<file path="src/rtl/bsg_counter_overflow_chan.sv">
// One counter channel: registered count, compare against a runtime limit,
// and a sticky flag that remembers any wrap until software clears it.
module bsg_counter_overflow_chan #(
  parameter int width_p      = 8,
  parameter int step_width_p = 4,
  parameter int init_val_p   = 0,
  parameter bit saturate_p   = 1'b0
) (
  input  logic                    clk_i,
  input  logic                    reset_n_i,
  input  logic                    en_i,
  input  logic [step_width_p-1:0] step_i,
  input  logic [width_p-1:0]      max_i,
  input  logic                    clear_i,
  input  logic                    sticky_clr_i,
  output logic [width_p-1:0]      count_o,
  output logic                    wrap_o,
  output logic                    at_max_o,
  output logic                    sticky_o
);

  localparam logic [width_p-1:0] init_lp = width_p'(init_val_p);

  logic [width_p-1:0] count_reg, count_next;
  logic               sticky_reg, sticky_next;
  logic [width_p:0]   sum;

  // One extra bit so a sum past the top of the counter still compares as "over".
  assign sum      = {1'b0, count_reg} + (width_p + 1)'(step_i);
  assign wrap_o   = en_i & (sum > {1'b0, max_i});
  assign at_max_o = (count_reg == max_i);
  assign count_o  = count_reg;
  assign sticky_o = sticky_reg;

  always_comb begin
    count_next = count_reg;
    if (clear_i)
      count_next = init_lp;
    else if (wrap_o)
      count_next = saturate_p ? max_i : init_lp;
    else if (en_i)
      count_next = sum[width_p-1:0];
  end

  always_comb begin
    sticky_next = sticky_reg;
    if (wrap_o)
      sticky_next = 1'b1;
    else if (sticky_clr_i)
      sticky_next = 1'b0;
  end

  always_ff @(posedge clk_i or negedge reset_n_i) begin
    if (!reset_n_i) begin
      count_reg  <= init_lp;
      sticky_reg <= 1'b0;
    end else begin
      count_reg  <= count_next;
      sticky_reg <= sticky_next;
    end
  end

endmodule

</file>
<file path="src/rtl/bsg_counter_overflow_multi.sv">
// Bank of independent overflow counters; with cascade_p set, each channel
// only advances when the channel below it wraps in the same cycle.
module bsg_counter_overflow_multi #(
  parameter int els_p        = 4,
  parameter int width_p      = 8,
  parameter int step_width_p = 4,
  parameter int init_val_p   = 0,
  parameter bit saturate_p   = 1'b0,
  parameter bit cascade_p    = 1'b0
) (
  input  logic                                clk_i,
  input  logic                                reset_n_i,
  input  logic [els_p-1:0]                    en_i,
  input  logic [els_p-1:0][step_width_p-1:0]  step_i,
  input  logic [els_p-1:0][width_p-1:0]       max_i,
  input  logic [els_p-1:0]                    clear_i,
  input  logic [els_p-1:0]                    sticky_clr_i,
  output logic [els_p-1:0][width_p-1:0]       count_o,
  output logic [els_p-1:0]                    wrap_o,
  output logic [els_p-1:0]                    at_max_o,
  output logic [els_p-1:0]                    sticky_o
);

  for (genvar gi = 0; gi < els_p; gi++) begin : gen_chan
    logic eff_en;
    logic wrap;

    // Chain through per-block nets so the ripple stays purely combinational.
    if (gi == 0 || !cascade_p) begin : gen_direct
      assign eff_en = en_i[gi];
    end else begin : gen_cascade
      assign eff_en = en_i[gi] & gen_chan[gi-1].wrap;
    end

    bsg_counter_overflow_chan #(
      .width_p     (width_p),
      .step_width_p(step_width_p),
      .init_val_p  (init_val_p),
      .saturate_p  (saturate_p)
    ) chan (
      .clk_i       (clk_i),
      .reset_n_i   (reset_n_i),
      .en_i        (eff_en),
      .step_i      (step_i[gi]),
      .max_i       (max_i[gi]),
      .clear_i     (clear_i[gi]),
      .sticky_clr_i(sticky_clr_i[gi]),
      .count_o     (count_o[gi]),
      .wrap_o      (wrap),
      .at_max_o    (at_max_o[gi]),
      .sticky_o    (sticky_o[gi])
    );

    assign wrap_o[gi] = wrap;
  end

endmodule

</file>
<file path="config.mk">
export PLATFORM = sky130hd
export DESIGN_NAME = bsg_counter_overflow_multi
export DESIGN_NICKNAME = d
export VERILOG_FILES = /design/src/rtl/bsg_counter_overflow_chan.sv /design/src/rtl/bsg_counter_overflow_multi.sv
export SDC_FILE = /design/constraint.sdc
export NUM_CORES = 1
export LEC_CHECK = 0
export ABC_AREA = 1
export CORE_ASPECT_RATIO = 1.75
export CORE_MARGIN = 5
export CORE_UTILIZATION = 50
export CTS_BUF_LIST = sky130_fd_sc_hd__clkbuf_4
export CTS_CLUSTER_SIZE = 8
export DETAILED_ROUTE_END_ITERATION = 7
export PLACE_DENSITY = 0.82
export SKIP_LAST_GASP = 1
export SYNTH_ARGS = -nofsm -noshare
export SYNTH_HDL_FRONTEND = slang
export SYNTH_SLANG_ARGS = --single-unit
</file>
<file path="constraint.sdc">
create_clock -name clk_i -period 4.5 [get_ports clk_i]
set_clock_uncertainty 0.2 [all_clocks]
set_input_delay 0.9 -clock clk_i [delete_from_list [all_inputs] [get_ports clk_i]]
set_output_delay 0.9 -clock clk_i [all_outputs]
set_load 0.02 [all_outputs]
</file>
After elaboration in Yosys (flattened, before gate mapping)
Cells that the tools add are included.
Widths: inputs -> output; s select.
{ "totals": {"regBits": 36, "latch_bits": 0, "mem_bits_rw": 0, "mem_bits_ro": 0, "in_bits": 62, "out_inout_bits": 44, "wordCells": 52, "memories": 0} }
{ "classes": {"addsub": 4, "multipliers": 0, "div_mod_pow": 0, "magnitude_cmp": 4, "eq_ne": 4, "shifts": 0, "muxes": 20, "bitwise_logic": 4, "reduce_logical": 8} }
{ "ops": {"columns": ["cell", "n"], "rows": [
  ["$mux 8", 12],
  ["$add 8x4->9", 4],
  ["$gt 9x8->1", 4],
  ["$eq 8x8->1", 4],
  ["$reduce_bool 3->1", 4],
  ["$mux 1", 8],
  ["$reduce_bool 2->1", 4],
  ["$and 1x1->1", 4]
]} }

Longest topological paths before layout
{ "logic_depth": {"word_depth": 5, "depth_mapped": 18, "depth_no_buf": 18} }

Cells and area by module
Synthesis repeated with hierarchy kept, for this count alone.
{ "hier_totals": {"cells_unflattened": 650, "hier_area_um2": 4265.3} }
{ "modules_own_cells": {"columns": ["mod", "n_inst", "cells_per_inst", "area_each_um2", "seq_area_each_um2"], "rows": [
  ["bsg_counter_overflow_chan (gen_chan[0].chan ...)", 2, 162, 1059.8, 225.2],
  ["bsg_counter_overflow_chan (gen_chan[3].chan)", 1, 163, 1061.0, 225.2],
  ["bsg_counter_overflow_chan (gen_chan[1].chan)", 1, 159, 1054.8, 225.2],
  ["bsg_counter_overflow_multi", 1, 4, 30.0, 0.0]
]} }

Least setup slack after synthesis
Ideal clock, no wire load.
{ "synth_path": {"kind": "input-to-output", "start": "in step_i[12] (netlist name)", "end": "out wrap_o[3]", "arrival_ns": 2.920, "required_ns": 3.400, "slack_ns": 0.480, "path_stages": 16, "n_path_buf": 1, "cell_sequence": "ha_1 fa_1 nand2_1 nand3_1 nand2_1 nor2_1 xor2_1 ha_1 nand2_1 nor2_1 nand2_1 nor2_1 a21oi_1 nand2_2 inv_1 buf_4"} }
{ "synth_via": {"elab_chain_len": 3} }
{ "synth_lines": {"columns": ["element", "line", "text"], "rows": [
  ["from (decl)", "bsg_counter_overflow_multi.sv:14", "input logic [els_p-1:0][step_width_p-1:0] step_i,"],
  ["$add 8x4->9", "bsg_counter_overflow_chan.sv:29", "assign sum = {1'b0, count_reg} + (width_p + 1)'(step_i);"],
  ["$gt 9x8->1", "bsg_counter_overflow_chan.sv:30", "assign wrap_o = en_i & (sum > {1'b0, max_i});"],
  ["$and 1x1->1", "bsg_counter_overflow_chan.sv:30", null],
  ["to (decl)", "bsg_counter_overflow_multi.sv:19", "output logic [els_p-1:0] wrap_o,"]
]} }
Every way passes these cells.

Worst setup path after layout
{ "layout_path": {"start": "in step_i[8] (netlist name)", "end": "out wrap_o[2]"} }
Same word-level chain as after synthesis.

==> flow_metrics.env <==
export IMPL_status="finished clean"
export IMPL_ctsHoldBuffers=0
export IMPL_die_area_um2=9800
export IMPL_antenna_found_initial=0
export IMPL_hpwlAfterDp_um=9360
export IMPL_required_ns=3.40
export IMPL_ys_seq_area_frac=0.229
export IMPL_row_count=42
export IMPL_synth_compound_area_frac=0.0284
export IMPL_syn_cell_area_um2=3930
export IMPL_start_util=0.515
export IMPL_muxShareOfSynthArea=0
export IMPL_die_w_um=77.0
export IMPL_synthAdderAreaFrac=0.173
export IMPL_p_int_w=0.000718
export IMPL_yosys_warnings=0
export IMPL_final_core_util=0.729
export IMPL_fmaxAchievable_ghz=0.227
export IMPL_layout_nets=844
export IMPL_synth_top_family_by_area="simple AND/OR/NAND/NOR gates"
export IMPL_synth_area_per_cell_um2=6.76
export IMPL_place_congestion=0.982
export IMPL_pwr_share_clk=0.158
export IMPL_cp_num_buf_inv=4
export IMPL_seqPwrFrac=0.321
export IMPL_grt_pass1_wl_um=19400
export IMPL_syn_to_final_growth_pct=41.4
export IMPL_switching_share=0.405
export IMPL_switchingPower_w=0.000488
export IMPL_cts_num_sinks=36
export IMPL_power_density_nw_per_um2=217
export IMPL_vias=4269
export IMPL_cts_made_buffers=5
export IMPL_finalCritPeriodShare=0.979
export IMPL_drtIter0Drc=230
export IMPL_critPathKind="primary input to output port"
export IMPL_hold_violations=0
export IMPL_yosysUniqueCellTypes=26
export IMPL_cp_arrival_ns=3.30
export IMPL_pre_cts_slack_ns=-0.489
export IMPL_cp_top_family="adder cells"
export IMPL_num_antenna_cells=0
export IMPL_firstDrtPassIters=4
export IMPL_slowest_stage="clkdlybuf4s50_1"
export IMPL_cpMostUsedCell="nand2_2"
export IMPL_critPathMaxFanout=2
export IMPL_synth_nets=695
export IMPL_drive_gt1_frac=0.170
export IMPL_setup_violations=0
export IMPL_clockBufferDepth=2
export IMPL_end_kind="output port"
export IMPL_max_stage_delay_ns=0.42
export IMPL_startpoint_type="primary input"
export IMPL_drv_slew=0
export IMPL_ys_ff_latch=36
export IMPL_setup_ws_ns=0.0956
export IMPL_tritoncts="yes"
export IMPL_pwr_share_comb=0.520
export IMPL_grt_pass1_vias=4466
export IMPL_cts_root_buffer_cell="clkbuf_4"
export IMPL_io_buffers=105
export IMPL_hp_class="register to register"
export IMPL_insertion_delay_ns=0.37
export IMPL_syn_inst=581
export IMPL_core_um2=7620
export IMPL_layout_min_cycle_time_ns=4.40
export IMPL_synthXorXnorAreaFrac=0.0937
export IMPL_via_per_inst=5.21
export IMPL_grt_ovfl_total=0
export IMPL_yosys_area_share_simple=0.347
export IMPL_clk_pin_slew_ns=0.13
export IMPL_die_height_um=127
export IMPL_wl_per_cell_um=14.6
export IMPL_remaining_drc_errors=0
export IMPL_p_leak_nw=3.07
export IMPL_wirelength_um=12000
export IMPL_ir_drop_v=0.000149
export IMPL_ant_nets=0
export IMPL_htree_levels=2
export IMPL_max_cap_violations=0
export IMPL_ioPinCount=106
export IMPL_tightest_slew_ns=0.914
export IMPL_grtUsageTotal=0.240
export IMPL_slew_headroom=0.391
export IMPL_fillers=605
export IMPL_grt_start_max_net_pins=37
export IMPL_path_cells="clkdlybuf4s50_1, ha_2, fa_2, nand3_2, nand2_2, xor2_2, ha_1, nand2_2, inv_2, nand2_1, nand3_2, nand2_2, nand2_1, nand2_2, inv_1, buf_4"
## worst paths after layout
path                                        startpoint                          end  slack (ns)  cells past startpoint
min reg2reg                  gen_chan[2].chan.sticky_o    gen_chan[2].chan.sticky_o        0.34                      2
max reg2reg                gen_chan[3].chan.count_o[0]  gen_chan[3].chan.count_o[1]        1.51                     18
min in group asynchronous                    reset_n_i  gen_chan[0].chan.count_o[0]        0.45                      1
min                          gen_chan[2].chan.sticky_o    gen_chan[2].chan.sticky_o        0.34                      2
max                                          step_i[8]                    wrap_o[2]         0.1                     16
max in group asynchronous                    reset_n_i  gen_chan[1].chan.count_o[7]        3.08                      1
## area by class of cell
cell class / instances / area (um^2) / share of cell area
Multi-Input combinational cell: 428 / 2650 / 0.478
Timing Repair Buffer: 162 / 1470 / 0.265
Sequential cell: 36 / 901 / 0.162
Inverter: 97 / 364 / 0.0656
Tap cell: 88 / 110 / 0.0198
Clock buffer: 5 / 37.5 / 0.00676
Clock inverter: 3 / 13.8 / 0.00248
## power groups by stage
| stage | Combinational, W | Clock, W | Sequential, W |
|---|---|---|---|
| floorplan | 0.000295 | 0 | 0.000401 |
| global placement | 0.000565 | 0 | 0.000390 |
| detailed placement | 0.000587 | 0 | 0.000391 |
| CTS | 0.000589 | 0.000198 | 0.000385 |
| global route | 0.000694 | 0.000208 | 0.000392 |
| finish | 0.000627 | 0.000191 | 0.000387 |
## per-stage QoR
stage	total power (W)	instance area (um^2)	setup TNS (ns)	instances	hold slack, ns
2_1_floorplan	0.000696	3930	0	581	0.297
3_3_place_gp	0.000954	5330	-1.36	805	0.313
3_5_place_dp	0.000977	5330	-1.65	805	0.325
4_1_cts	0.00117	5380	-0.0479	814	0.347
5_1_grt	0.00129	5550	-0.0495	819	0.375
6_report	0.00121	5550	0	819	0.338
## routing by layer
| metal | global-route usage | vias up | part of all wire |
|---|---|---|---|
| met2 | 0.461 | 155 | 0.55 |
| li1 | - | 2117 | - |
| met1 | 0.242 | 1948 | 0.37 |
| met3 | 0.0359 | 49 | 0.042 |
| met5 | 0 | - | 0 |
| met4 | 0.128 | 0 | 0.044 |
## repair_timing
action,4_1_cts,5_1_grt
setup endpoints to repair,4,4
buffers inserted,1,5
pin swaps,0,23
resized for setup,16,46
## flip-flops by register name (all words and copies together) (netlist names)
register / cells
gen_chan.chan.sticky_o: 4
gen_chan.chan.count_o: 32
## cells in the mapped netlist (all sizes together)
cell	instances	area [um^2]
inv	97	364
xnor2	25	219
nand3b	1	7.51
nand3	56	280
fa	4	80.1
clkbuf	2	10.0
and3	1	6.26
ha	48	601
nor3	4	30.0
xor2	17	149
nand4	21	131
or2	7	43.8
a21oi	15	86.3
buf	18	130
and2	1	6.26
nor2	33	124
nor4	3	18.8
o21ai	5	25.0
dfrtp	36	901
nand2	187	714
## cell families (layout without fill, tap and decap cells)
| family | after synthesis | after routing |
|---|---|---|
| buffers and inverters | 117 | 267 |
| flip-flops | 36 | 36 |
| AND/OR/NAND/NOR | 314 | 314 |
| AO/OA/AOI/OAI | 20 | 20 |
| adder cells (fa/ha/maj) | 52 | 52 |
| XOR/XNOR | 42 | 42 |
## cells in the final DEF, fill, tap and decap left out, types with 4 or more instances in the layout
master and instances:
or2_2 6, inv_2 6, fa_2 4, nand4_1 21
nor2_1 29, nand2_2 14, xnor2_1 23, xor2_1 15
nor2_2 4, dfrtp_1 36, ha_1 43, nand2_1 172
a21oi_2 4, clkbuf_4 5, a21oi_1 11, ha_2 4
nand3_1 51, nand3_2 5, clkdlybuf4s50_1 98, inv_1 91
o21ai_0 5, buf_4 58
## tightest hold or removal path: cells and delay by family (launching register included)
family | cells | cell delay, ns
AO/OA/AOI/OAI | 1 | 0.07
buffers and inverters | 1 | 0.05
flip-flops | 1 | 0.40
Power figures use the tool's default switching activity.
